<file path="config.mk">
export PLATFORM = sky130hd
export DESIGN_NAME = keypad_entry
export DESIGN_NICKNAME = d
export VERILOG_FILES = /design/src/rtl/keypad_pkg.sv /design/src/rtl/key_debounce.sv /design/src/rtl/keypad_entry.sv
export SDC_FILE = /design/constraint.sdc
export NUM_CORES = 1
export LEC_CHECK = 0
export CAP_MARGIN = 30
export CORE_MARGIN = 2
export CORE_UTILIZATION = 35
export CTS_CLUSTER_DIAMETER = 50
export DETAILED_ROUTE_END_ITERATION = 8
export PLACE_DENSITY = 0.64
export SLEW_MARGIN = 20
export SYNTH_ARGS = -nofsm -noshare
export SYNTH_HDL_FRONTEND = slang
export SYNTH_HIERARCHICAL = 1
export SYNTH_SLANG_ARGS = --single-unit
export TNS_END_PERCENT = 1
</file>
<file path="constraint.sdc">
create_clock -name clk -period 7.04 [get_ports clk]
set_clock_uncertainty 0.1 [all_clocks]
set_input_delay 1.76 -clock clk [delete_from_list [all_inputs] [get_ports clk]]
set_output_delay 1.76 -clock clk [all_outputs]
set_load 0.02 [all_outputs]
</file>
<file path="src/rtl/keypad_pkg.sv">
// Shared constants, FSM state type and key encoding helpers for the keypad entry block.
package keypad_pkg;

  localparam int KEY_W = 12;

  localparam logic [3:0] KEY_STAR = 4'hA;
  localparam logic [3:0] KEY_HASH = 4'hB;

  // One-hot bit positions of the non-numeric-order keys on the scanner bus.
  localparam int IDX_STAR = 9;
  localparam int IDX_ZERO = 10;
  localparam int IDX_HASH = 11;

  // INIT holds off key events until the filter has produced its first stable value.
  typedef enum logic [1:0] {
    ST_INIT,
    ST_IDLE,
    ST_PRESSED
  } press_state_e;

  // Map a one-hot key bus to its 4-bit code; bits 0..8 are keys 1..9.
  function automatic logic [3:0] key_encode(input logic [KEY_W-1:0] oh);
    logic [3:0] code;
    code = 4'd0;
    for (int i = 0; i < 9; i++) begin
      if (oh[i]) code = 4'(i + 1);
    end
    if (oh[IDX_STAR]) code = KEY_STAR;
    if (oh[IDX_ZERO]) code = 4'd0;
    if (oh[IDX_HASH]) code = KEY_HASH;
    return code;
  endfunction

  // True when exactly one bit is set.
  function automatic logic is_onehot(input logic [KEY_W-1:0] v);
    return (v != '0) && ((v & (v - KEY_W'(1))) == '0);
  endfunction

endpackage

</file>
<file path="src/rtl/key_debounce.sv">
// Two-flop synchronizer followed by a stability filter: a pattern must persist
// for STABLE_CNT matching samples before it becomes the stable value.
module key_debounce
  import keypad_pkg::*;
#(
  parameter int STABLE_CNT = 250000,
  localparam int CNT_W = $clog2(STABLE_CNT + 1)
) (
  input  logic             clk,
  input  logic             rst,
  input  logic [KEY_W-1:0] key_data,
  output logic [KEY_W-1:0] stable,
  output logic             settled
);

  localparam logic [CNT_W-1:0] CNT_MAX = CNT_W'(STABLE_CNT);

  logic [KEY_W-1:0] sync1_q, sync2_q;
  logic [KEY_W-1:0] cand_q, cand_d;
  logic [CNT_W-1:0] cnt_q, cnt_d;
  logic [KEY_W-1:0] stable_q, stable_d;
  logic             settled_q, settled_d;

  // Synchronize the scan-clock-launched bus into this domain.
  always_ff @(posedge clk or negedge rst) begin
    if (!rst) begin
      sync1_q <= '0;
      sync2_q <= '0;
    end else begin
      sync1_q <= key_data;
      sync2_q <= sync1_q;
    end
  end

  // Reload on any change, count matching samples, publish once the count saturates.
  always_comb begin
    cand_d    = cand_q;
    cnt_d     = cnt_q;
    stable_d  = stable_q;
    settled_d = settled_q;
    if (sync2_q != cand_q) begin
      cand_d = sync2_q;
      cnt_d  = '0;
    end else begin
      if (cnt_q != CNT_MAX) cnt_d = cnt_q + CNT_W'(1);
      if (cnt_d == CNT_MAX) begin
        // Multi-key chords and other non-one-hot patterns read as "no key".
        stable_d  = is_onehot(cand_q) ? cand_q : '0;
        settled_d = 1'b1;
      end
    end
  end

  // Filter state registers.
  always_ff @(posedge clk or negedge rst) begin
    if (!rst) begin
      cand_q    <= '0;
      cnt_q     <= '0;
      stable_q  <= '0;
      settled_q <= 1'b0;
    end else begin
      cand_q    <= cand_d;
      cnt_q     <= cnt_d;
      stable_q  <= stable_d;
      settled_q <= settled_d;
    end
  end

  assign stable  = stable_q;
  assign settled = settled_q;

endmodule

</file>
<file path="src/rtl/keypad_entry.sv">
// Keypad front end: debounce, press detection, key encoding and a BCD entry
// buffer with backspace ('*') and enter ('#').
module keypad_entry
  import keypad_pkg::*;
#(
  parameter int DIGITS     = 4,
  parameter int STABLE_CNT = 250000
) (
  input  logic                clk,
  input  logic                rst,
  input  logic [KEY_W-1:0]    key_data,
  input  logic                clr,
  output logic                key_valid,
  output logic [3:0]          key_code,
  output logic [4*DIGITS-1:0] entry_buf,
  output logic [3:0]          digit_cnt,
  output logic                overflow,
  output logic [4*DIGITS-1:0] entry_value,
  output logic                enter_valid
);

  localparam int BUF_W = 4 * DIGITS;

  logic [KEY_W-1:0] stable;
  logic             settled;
  logic [3:0]       new_code;

  press_state_e state_q, state_d;
  logic [3:0]       code_q;
  logic [BUF_W-1:0] buf_q, buf_d;
  logic [3:0]       cnt_q, cnt_d;
  logic [BUF_W-1:0] val_q, val_d;
  logic             ovf_q, ovf_d;
  logic             ent_q, ent_d;

  key_debounce #(.STABLE_CNT(STABLE_CNT)) u_debounce (
    .clk      (clk),
    .rst      (rst),
    .key_data (key_data),
    .stable   (stable),
    .settled  (settled)
  );

  assign new_code = key_encode(stable);

  // Press FSM: one event per 0 -> key transition; a key already down when the
  // filter first settles is treated as held so it cannot fire after reset.
  always_comb begin
    state_d   = state_q;
    key_valid = 1'b0;
    case (state_q)
      ST_INIT: begin
        if (settled) state_d = (stable != '0) ? ST_PRESSED : ST_IDLE;
      end
      ST_IDLE: begin
        if (stable != '0) begin
          key_valid = 1'b1;
          state_d   = ST_PRESSED;
        end
      end
      ST_PRESSED: begin
        if (stable == '0) state_d = ST_IDLE;
      end
      default: state_d = ST_INIT;
    endcase
  end

  // Buffer edits for the current key event; clr overrides the event's action.
  always_comb begin
    buf_d = buf_q;
    cnt_d = cnt_q;
    val_d = val_q;
    ovf_d = 1'b0;
    ent_d = 1'b0;
    if (clr) begin
      buf_d = '0;
      cnt_d = '0;
    end else if (key_valid) begin
      if (new_code <= 4'd9) begin
        if (cnt_q < 4'(DIGITS)) begin
          buf_d = (buf_q << 4) | BUF_W'(new_code);
          cnt_d = cnt_q + 4'd1;
        end else begin
          ovf_d = 1'b1;
        end
      end else if (new_code == KEY_STAR) begin
        if (cnt_q != '0) begin
          buf_d = buf_q >> 4;
          cnt_d = cnt_q - 4'd1;
        end
      end else begin
        val_d = buf_q;
        ent_d = 1'b1;
        buf_d = '0;
        cnt_d = '0;
      end
    end
  end

  // FSM, last key code and buffer registers.
  always_ff @(posedge clk or negedge rst) begin
    if (!rst) begin
      state_q <= ST_INIT;
      code_q  <= '0;
      buf_q   <= '0;
      cnt_q   <= '0;
      val_q   <= '0;
      ovf_q   <= 1'b0;
      ent_q   <= 1'b0;
    end else begin
      state_q <= state_d;
      if (key_valid) code_q <= new_code;
      buf_q   <= buf_d;
      cnt_q   <= cnt_d;
      val_q   <= val_d;
      ovf_q   <= ovf_d;
      ent_q   <= ent_d;
    end
  end

  // The fresh code is shown in the event cycle itself, then held.
  assign key_code    = key_valid ? new_code : code_q;
  assign entry_buf   = buf_q;
  assign digit_cnt   = cnt_q;
  assign overflow    = ovf_q;
  assign entry_value = val_q;
  assign enter_valid = ent_q;

endmodule

</file>
==> run metrics <==
kind of critical path reg -> out; cell count after placement 707; Critical Path RT just over 5 ns; first-pass GRT wire length 16770 µm; Critical Path End Type output pin; Die H roughly 130 µm; area added between synthesis and finish 17.71%; Cell variety after synth 66; Finished Core Util between 40% and 50%; maxcap violations 0; Clock transition at path regs roughly 0.070 ns; Final ANT Viol Nets 0; Critical Path Start u_debounce/stable[11]; vias per cell approximately 5; maximum clock frequency 221.5 MHz; setup bufs post-CTS 0; FF-to-FF setup slack just under 4 ns; total track usage a little over an eighth; hold_ws 0.2502 ns; reg2reg start u_debounce/cnt_q[6]; drt wl/cell 13.93 µm; Vias about 3600; post-synthesis sequential area ratio 53.28%; vias in the first global route between 3000 and 4000; CTS hold repair buffers 0; total power 1.197 mW; Synth Cell Area 5214 µm²; initial core utilization between 30% and 40%; post-DP HPWL approximately 7100 µm; Setup WS pre-CTS around 2.7 ns; Num Clock Sinks 111; RSZ-0062 raised after global routing false; Reg2Reg Depth 7; non-filler instance count after layout just over 700; cts repair resizes 0; syn nets 514; Antenna Diode Count 0; # IOs a little under 60; Post-route DRC 0; die footprint around 16000 µm²; Core ar. approximately 15000 µm²; Iter 0 DRT Violations 295; top_reg_cell synth dfrtp_1; Max clock buf depth 2; Avg Cell Area, Syn 10.55 µm²; metal2 WL 4743 µm; arrival time worst endpoint 2.66 ns; num rows 44; later-pin clock latency in the skew report 0.36 ns; Max-slew headroom between 30% and 40%; port bufs 57; worst hold path class reg -> reg; crit path time final between 4 and 5 ns; setup TNS 0 ns; PnR worst setup slack 2.524 ns; total gr overflow 0; Worst R2R End u_debounce/stable[6]; DR pass1 iterations 4; post-synth top area share between 50% and 60%; fin crit share 64.14%; final slew viol count 0; LEAKAGE around 2.6 nW; root buffer cell clkbuf_16; initial antenna violation count 0; nets 554; crit-path max FO 22; layout cells sized above 1 between 10 and 15%; H-tree depth 3; CTS Buf Count 9; CTS tree built; WL met3 453 µm; post-route design area 6137 µm²; peak supply drop 0.1169 mV; DRT met1 WL 4751 µm; Hold Fails Final Rpt 0; Warnings, synthesis 6; largest net degree at the start of global routing 67; ys async rst share 100.0%; Setup Viol. Count Final 0; top layer in use met4; Die X around 130 µm; Yosys reg bits 111; Placer Congestion 0.8699; Slew @ Worst Pin 0.9000 ns; CP endpoint key_code[2]; most instantiated cells after synthesis 111 x dfrtp_1, 65 x nand2_1, 43 x nor2_1; top post-synthesis cells by area dfrtp_1 53%, nand2_1 4.7%, mux2i_1 3.3%, nor2_1 3.1%, xor2_1 3.0%; most frequent cell after synthesis dfrtp_1; status finished, final reports clean; Post-Route WL 10070 µm; Worst Hold Depth 0; Cells after Synth about 500; top cell type by total area after synthesis dfrtp_1; critical path startpoint category register; number of flops mapped to enable cells by yosys 0; Placed Instance Area 5831 µm²; PwrDens approximately 200 nW/µm²
[placed cells by master, fill, tap and decap left out, drive strengths merged, types with 3 or more instances in the layout]
master | Yosys | layout
dfrtp | 111 | 111
nand2 | 66 | 66
clkdlybuf4s50 | 0 | 56
nor2 | 44 | 44
inv | 29 | 32
a21oi | 23 | 23
xor2 | 18 | 18
nor3 | 18 | 18
mux2i | 17 | 17
o21ai | 17 | 17
mux2 | 13 | 13
or3 | 11 | 11
nor4 | 11 | 11
xnor2 | 10 | 10
clkbuf | 20 | 10
nand3 | 9 | 9
a211o | 8 | 8
nand2b | 6 | 6
nand4 | 6 | 6
ha | 5 | 5
nand3b | 4 | 4
and2b | 3 | 3
o211ai | 3 | 3
a31oi | 3 | 3
nor2b | 3 | 3
buf | 10 | 3
[critical path, stage by stage (launching register included)]
cell	delay (ns)
dfrtp_1	0.84
nor2_1	0.23
nand4_2	0.18
nand2_4	0.09
inv_6	0.09
mux2_2	0.34
clkdlybuf4s50_1	0.54
[state kept, by name, summed over array words and instances, names as in the netlist, 2 cells and up]
register	count
state_q	2
u_debounce/cand_q	12
u_debounce/sync1_q	12
u_debounce/cnt_q	18
entry_buf	16
u_debounce/stable	12
entry_value	16
code_q	4
u_debounce/sync2_q	12
digit_cnt	4
[logic make-up (layout without fill, tap and decap cells)]
group | count (synthesis) | in the layout | synth area share (%)
buffers and inverters | 59 | 104 | 6.023
and+or+nand+nor | 191 | 191 | 19.37
muxes | 30 | 30 | 6.071
adders and majority gates | 6 | 6 | 1.392
DFF | 111 | 111 | 53.28
xor gates and xnor gates | 28 | 28 | 4.704
AOI/OAI and AO/OA | 69 | 69 | 9.167
[layout make-up]
| type | count | area (µm²) |
|---|---|---|
| clock buffer | 10 | 239.0 |
| sequential | 111 | 2778 |
| fill | 1411 | 8397 |
| timing repair buffer | 59 | 586.8 |
| inverter | 29 | 113.9 |
| tap | 184 | 230.2 |
| clock inverter | 6 | 62.56 |
| multi-input combinational | 324 | 2127 |
[report_power, final]
part           internal [mW]  switching, mW  leakage, nW
registers              0.648        0.00945         1.47
clock network          0.259          0.246        0.142
logic                 0.0141         0.0207        0.949
[layer usage]
layer / up-vias / GRT usage [%]
met2: 68 / 20.43
met4: 0 / 4.654
met1: 1745 / 17.51
met3: 10 / 3.738
li1: 1759 / -
met5: - / 0
[how the worst min path moves through the flow]
stage	slack, ns	from	endpoint
2_1_floorplan	0.23	u_debounce/sync1_q[0]	u_debounce/sync2_q[0]
3_3_place_gp	0.23	u_debounce/sync1_q[5]	u_debounce/sync2_q[5]
3_5_place_dp	0.23	u_debounce/sync1_q[7]	u_debounce/sync2_q[7]
4_1_cts	0.25	u_debounce/sync1_q[7]	u_debounce/sync2_q[7]
5_1_grt	0.26	u_debounce/sync1_q[6]	u_debounce/sync2_q[6]
6_report	0.25	u_debounce/sync1_q[4]	u_debounce/sync2_q[4]
(Power assumes the default switching activity.)
==> RTL change 1 (same flow settings) <==
`STABLE_CNT` is set to 250000 in 2 places; all go to 125000.
--- a/src/rtl/key_debounce.sv
+++ b/src/rtl/key_debounce.sv
@@ -4,5 +4,5 @@
   import keypad_pkg::*;
 #(
-  parameter int STABLE_CNT = 250000,
+  parameter int STABLE_CNT = 125000,
   localparam int CNT_W = $clog2(STABLE_CNT + 1)
 ) (
--- a/src/rtl/keypad_entry.sv
+++ b/src/rtl/keypad_entry.sv
@@ -5,5 +5,5 @@
 #(
   parameter int DIGITS     = 4,
-  parameter int STABLE_CNT = 250000
+  parameter int STABLE_CNT = 125000
 ) (
   input  logic                clk,
Check against the original RTL: same outputs for any inputs over 10 cycles, from zero or initial values and one cycle with rst low; that may be too few to reach the edited logic, so the function may still have changed.
==> RTL change 1 against the original RTL <==
  * Wire length decreased by 1.5%
  * Clock power shrank 6.5%
  * Fmax is 0.38% higher
  * Largest cell class unchanged
  * Critical path depth stayed put
  * Non-clock buffer count grew 2
  * Highest routed layer unchanged
  * Critical path type unchanged
  * Cell area fell by 1.8%
  * Via count fell by 2.3%
  * Sequential cell count decreased by 1
  * Area after synthesis is 2.1% lower
  * Setup slack better by 0.017 ns
  * Total power is 3.0% lower
==> RTL change 1: results <==
[outcome]
status = complete, no violations

[yosys]
ys_types = 65
synthTopCellsByArea = dfrtp_1, nand2_1, xor2_1
synthTopCellsByCount = dfrtp_1, nand2_1, nor2_1
synthCells = 475
ys_seq_area_share_pct = 53.9

[power_and_ir_drop]
vdd_drop_max_mv = 0.157
leakagePower_nw = 2.42
power_density_nw_per_um2 = 193

[place]
dp_hpwl_mm = 6.94
dpl_cell_area_sq_um = 5730
gp_congestion = 0.832
place_inst = 687
pre_cts_slack_ns = 2.76

[final_layout]
fill_cells = 1336
nets = 535
drive_gt1_share_pct = 10.8

[drt]
routed_wl_mm = 9.91
vias = 3501

[global_routing]
grt_use_met3_pct = 3.09
grt_usage_pct = 13.5
use_met1_pct = 17.9
globalRouteMet2Util_pct = 21.4
grt_pass1_wl_mm = 17.0
grt_max_degree = 75

[sta]
hold_ws_ns = 0.251

[setup_path]
crit_slowest_cell = dfrtp_1
worstPathArrival_ns = 2.64
reg2reg_to = u_debounce/stable[10]
r2r_slack_ns = 4.12
max_stage_delay_ns = 0.79
[RTL change 1: report_power, final]
group,leakage (nW),switching [mW],internal [mW]
Combinational,0.842,0.0220,0.0160
Sequential,1.45,0.00995,0.642
Clock,0.129,0.229,0.243
[RTL change 1: how the worst max path moves through the flow]
stage                     endpoint  depth (start not counted)             startpoint  slack [ns]
detailed placement  entry_value[0]                          3                    clr        2.76
global placement    entry_value[4]                          3                    clr        2.85
finish                 key_code[2]                          6  u_debounce/stable[11]        2.54
CTS                    key_code[2]                          6  u_debounce/stable[11]        2.53
floorplan              key_code[1]                          5   u_debounce/stable[3]        3.74
global route           key_code[2]                          6  u_debounce/stable[11]        2.39
[RTL change 1: cells by family (layout without fill, tap and decap cells)]
logic type	count (synthesis)	in the layout	synth area share, %
compound gates	64	64	8.55
mux	29	29	6.05
xor+xnor	32	32	5.49
flops	110	110	53.9
fa+ha+maj	7	7	1.64
simple gates	177	177	18.6
buf+inv	56	101	5.76
[RTL change 1: metal layers]
layer  wire length [um]  share of wire, %
met1               4510                46
met2               4770                48
met3                502               5.1
met4                131               1.3
met5                  0                 0
[RTL change 1: cell type report]
class	count	area share, %
tap	184	3.82
clock inverter	6	0.768
timing repair buffer	61	10.3
inverter	24	1.58
multi-input combinational	309	34.1
sequential	110	45.7
clock buffer	10	3.80
[RTL change 1: critical path: cells and delay by family (launching register included)]
kind,cells,cell delay (ns)
buffers and inverters,2,0.64
DFF,1,0.79
muxes,1,0.35
and+or+nand+nor,3,0.50
==> RTL change 2 (config.mk and constraints unchanged) <==
Made on the original files. `val_q` no longer has a reset.
--- a/src/rtl/keypad_entry.sv
+++ b/src/rtl/keypad_entry.sv
@@ -105,5 +105,4 @@
       buf_q   <= '0;
       cnt_q   <= '0;
-      val_q   <= '0;
       ovf_q   <= 1'b0;
       ent_q   <= 1'b0;
@@ -113,8 +112,11 @@
       buf_q   <= buf_d;
       cnt_q   <= cnt_d;
-      val_q   <= val_d;
       ovf_q   <= ovf_d;
       ent_q   <= ent_d;
     end
+  end
+
+  always_ff @(posedge clk) begin
+    val_q <= val_d;
   end
 
Function: same outputs for any inputs over 10 cycles, from zero or initial values and one cycle with rst low; that may be too few to reach the edited logic, so the function may still have changed.
==> RTL change 2 against the original RTL <==
  * Via count is 5.1% lower
  * Global-route usage rose by 0.58 points
  * Sequential cell count stayed put
  * Die area shrank 3.6%
  * First-iteration DRC count down 16%
  * Count of clock-buffer cells in the layout increased by 1
  * Area after synthesis is 3.8% lower
  * Setup slack got worse by 0.44 ns
  * Total power increased by 2.3%
  * Critical path depth is 1 lower
  * Register-to-register slack worse by 0.05 ns
  * Cell area fell by 1.7%
  * Wire length fell by 4.8%
  * Critical path type unchanged
  * Largest cell class unchanged
  * Highest routed layer unchanged
==> RTL change 2: results <==
[global_routing]
globalRouteMet2Util_pct = 21.7
grt_max_degree = 60
grt_pass1_wl_mm = 16.3
grt_pass1_vias = 3283
use_met1_pct = 18.2
grt_usage_pct = 13.7
grt_use_met3_pct = 2.98

[place]
pre_cts_slack_ns = 2.47
gp_congestion = 0.855
place_inst = 655
dp_hpwl_mm = 6.82

[power_and_ir_drop]
leakagePower_nw = 2.46
p_sw_mw = 0.262
vdd_drop_max_mv = 0.132

[clock_network]
htree_levels = 3
numCtsBuffers = 9
path_clk_slew_ns = 0.07

[yosys]
synth_edf_count = 16
ys_async_sr_fraction_pct = 85.6
synthTopCellsByArea = dfrtp_1, edfxtp_1, mux2i_1
ys_seq_area_share_pct = 57.0
ys_types = 69
syn_nets = 462
synthTopCellsByCount = dfrtp_1, nor2_1, nand2_1
syn_area_per_cell_sq_um = 11.4

[drt]
wl_per_cell_um = 14.3
vias = 3399
drt-initial-drc-count = 247
drt_first_pass_iters = 4
routed_via_density = 5.06

[setup_path]
r2r_slack_ns = 3.87
path_max_fanout = 9
worstPathArrival_ns = 3.09

[final_layout]
fill_cells = 1281
nets = 507
largest_reg_flops = 18
drive_gt1_share_pct = 9.35

[outcome]
status = complete, no violations

[floorplan]
initial_utilization_pct = 36.0

[sta]
min_period_over_period_pct = 70.4
tightest_slew_ns = 0.760
-- RTL change 2: critical path: stages (launching register included) --
cell and delay, ns:
dfrtp_1 0.46, or4_4 0.60, o41ai_4 0.59, inv_2 0.20, a31oi_1 0.27, clkdlybuf4s50_1 0.64
-- RTL change 2: final cells by class --
cell class | count | share of cell area, %
clock buffer | 11 | 4.02
clock inverter | 5 | 1.10
inverter | 26 | 1.62
multi-input combinational | 278 | 32.0
sequential | 111 | 47.4
tap | 180 | 3.73
timing repair buffer | 61 | 10.2
-- RTL change 2: metrics by stage --
stage               hold WS (ns)  area (sq um)
floorplan                  0.231          5020
global placement           0.234          5680
detailed placement         0.235          5720
CTS                        0.249          6030
global route               0.251          6030
finish                     0.247          6030
-- RTL change 2: routing by layer --
layer | up-vias | routed length [um]
li1 | 1645 | -
met1 | 1665 | 4550
met2 | 78 | 4470
met3 | 11 | 402
met4 | 0 | 162
met5 | - | 0
-- RTL change 2: cell families after synthesis --
kind of cell / synth area share [%]
compound gates: 9.75
xor+xnor: 5.06
fa+ha+maj: 1.45
buf+inv: 4.71
flops: 57.0
mux: 5.19
simple gates: 16.9
-- RTL change 2: worst paths after layout --
kind	start	end	cells past startpoint
setup / recovery	u_debounce/stable[10]	key_code[0]	5
hold / removal	u_debounce/sync1_q[10]	u_debounce/sync2_q[10]	0
setup reg to reg	u_debounce/cnt_q[6]	u_debounce/stable[3]	7
hold reg to reg	u_debounce/sync1_q[10]	u_debounce/sync2_q[10]	0
max in group asynchronous	rst	entry_buf[15]	3
min in group asynchronous	rst	u_debounce/cnt_q[1]	1
-- RTL change 2: power groups by stage --
stage / Sequential, mW / Clock, mW / Combinational [mW]
final: 0.667 / 0.525 / 0.0321
after global routing: 0.669 / 0.566 / 0.0371
after CTS: 0.667 / 0.538 / 0.0336
after detailed placement: 0.680 / 0 / 0.0335
after global placement: 0.679 / 0 / 0.0307
after floorplan: 0.678 / 0 / 0.0135
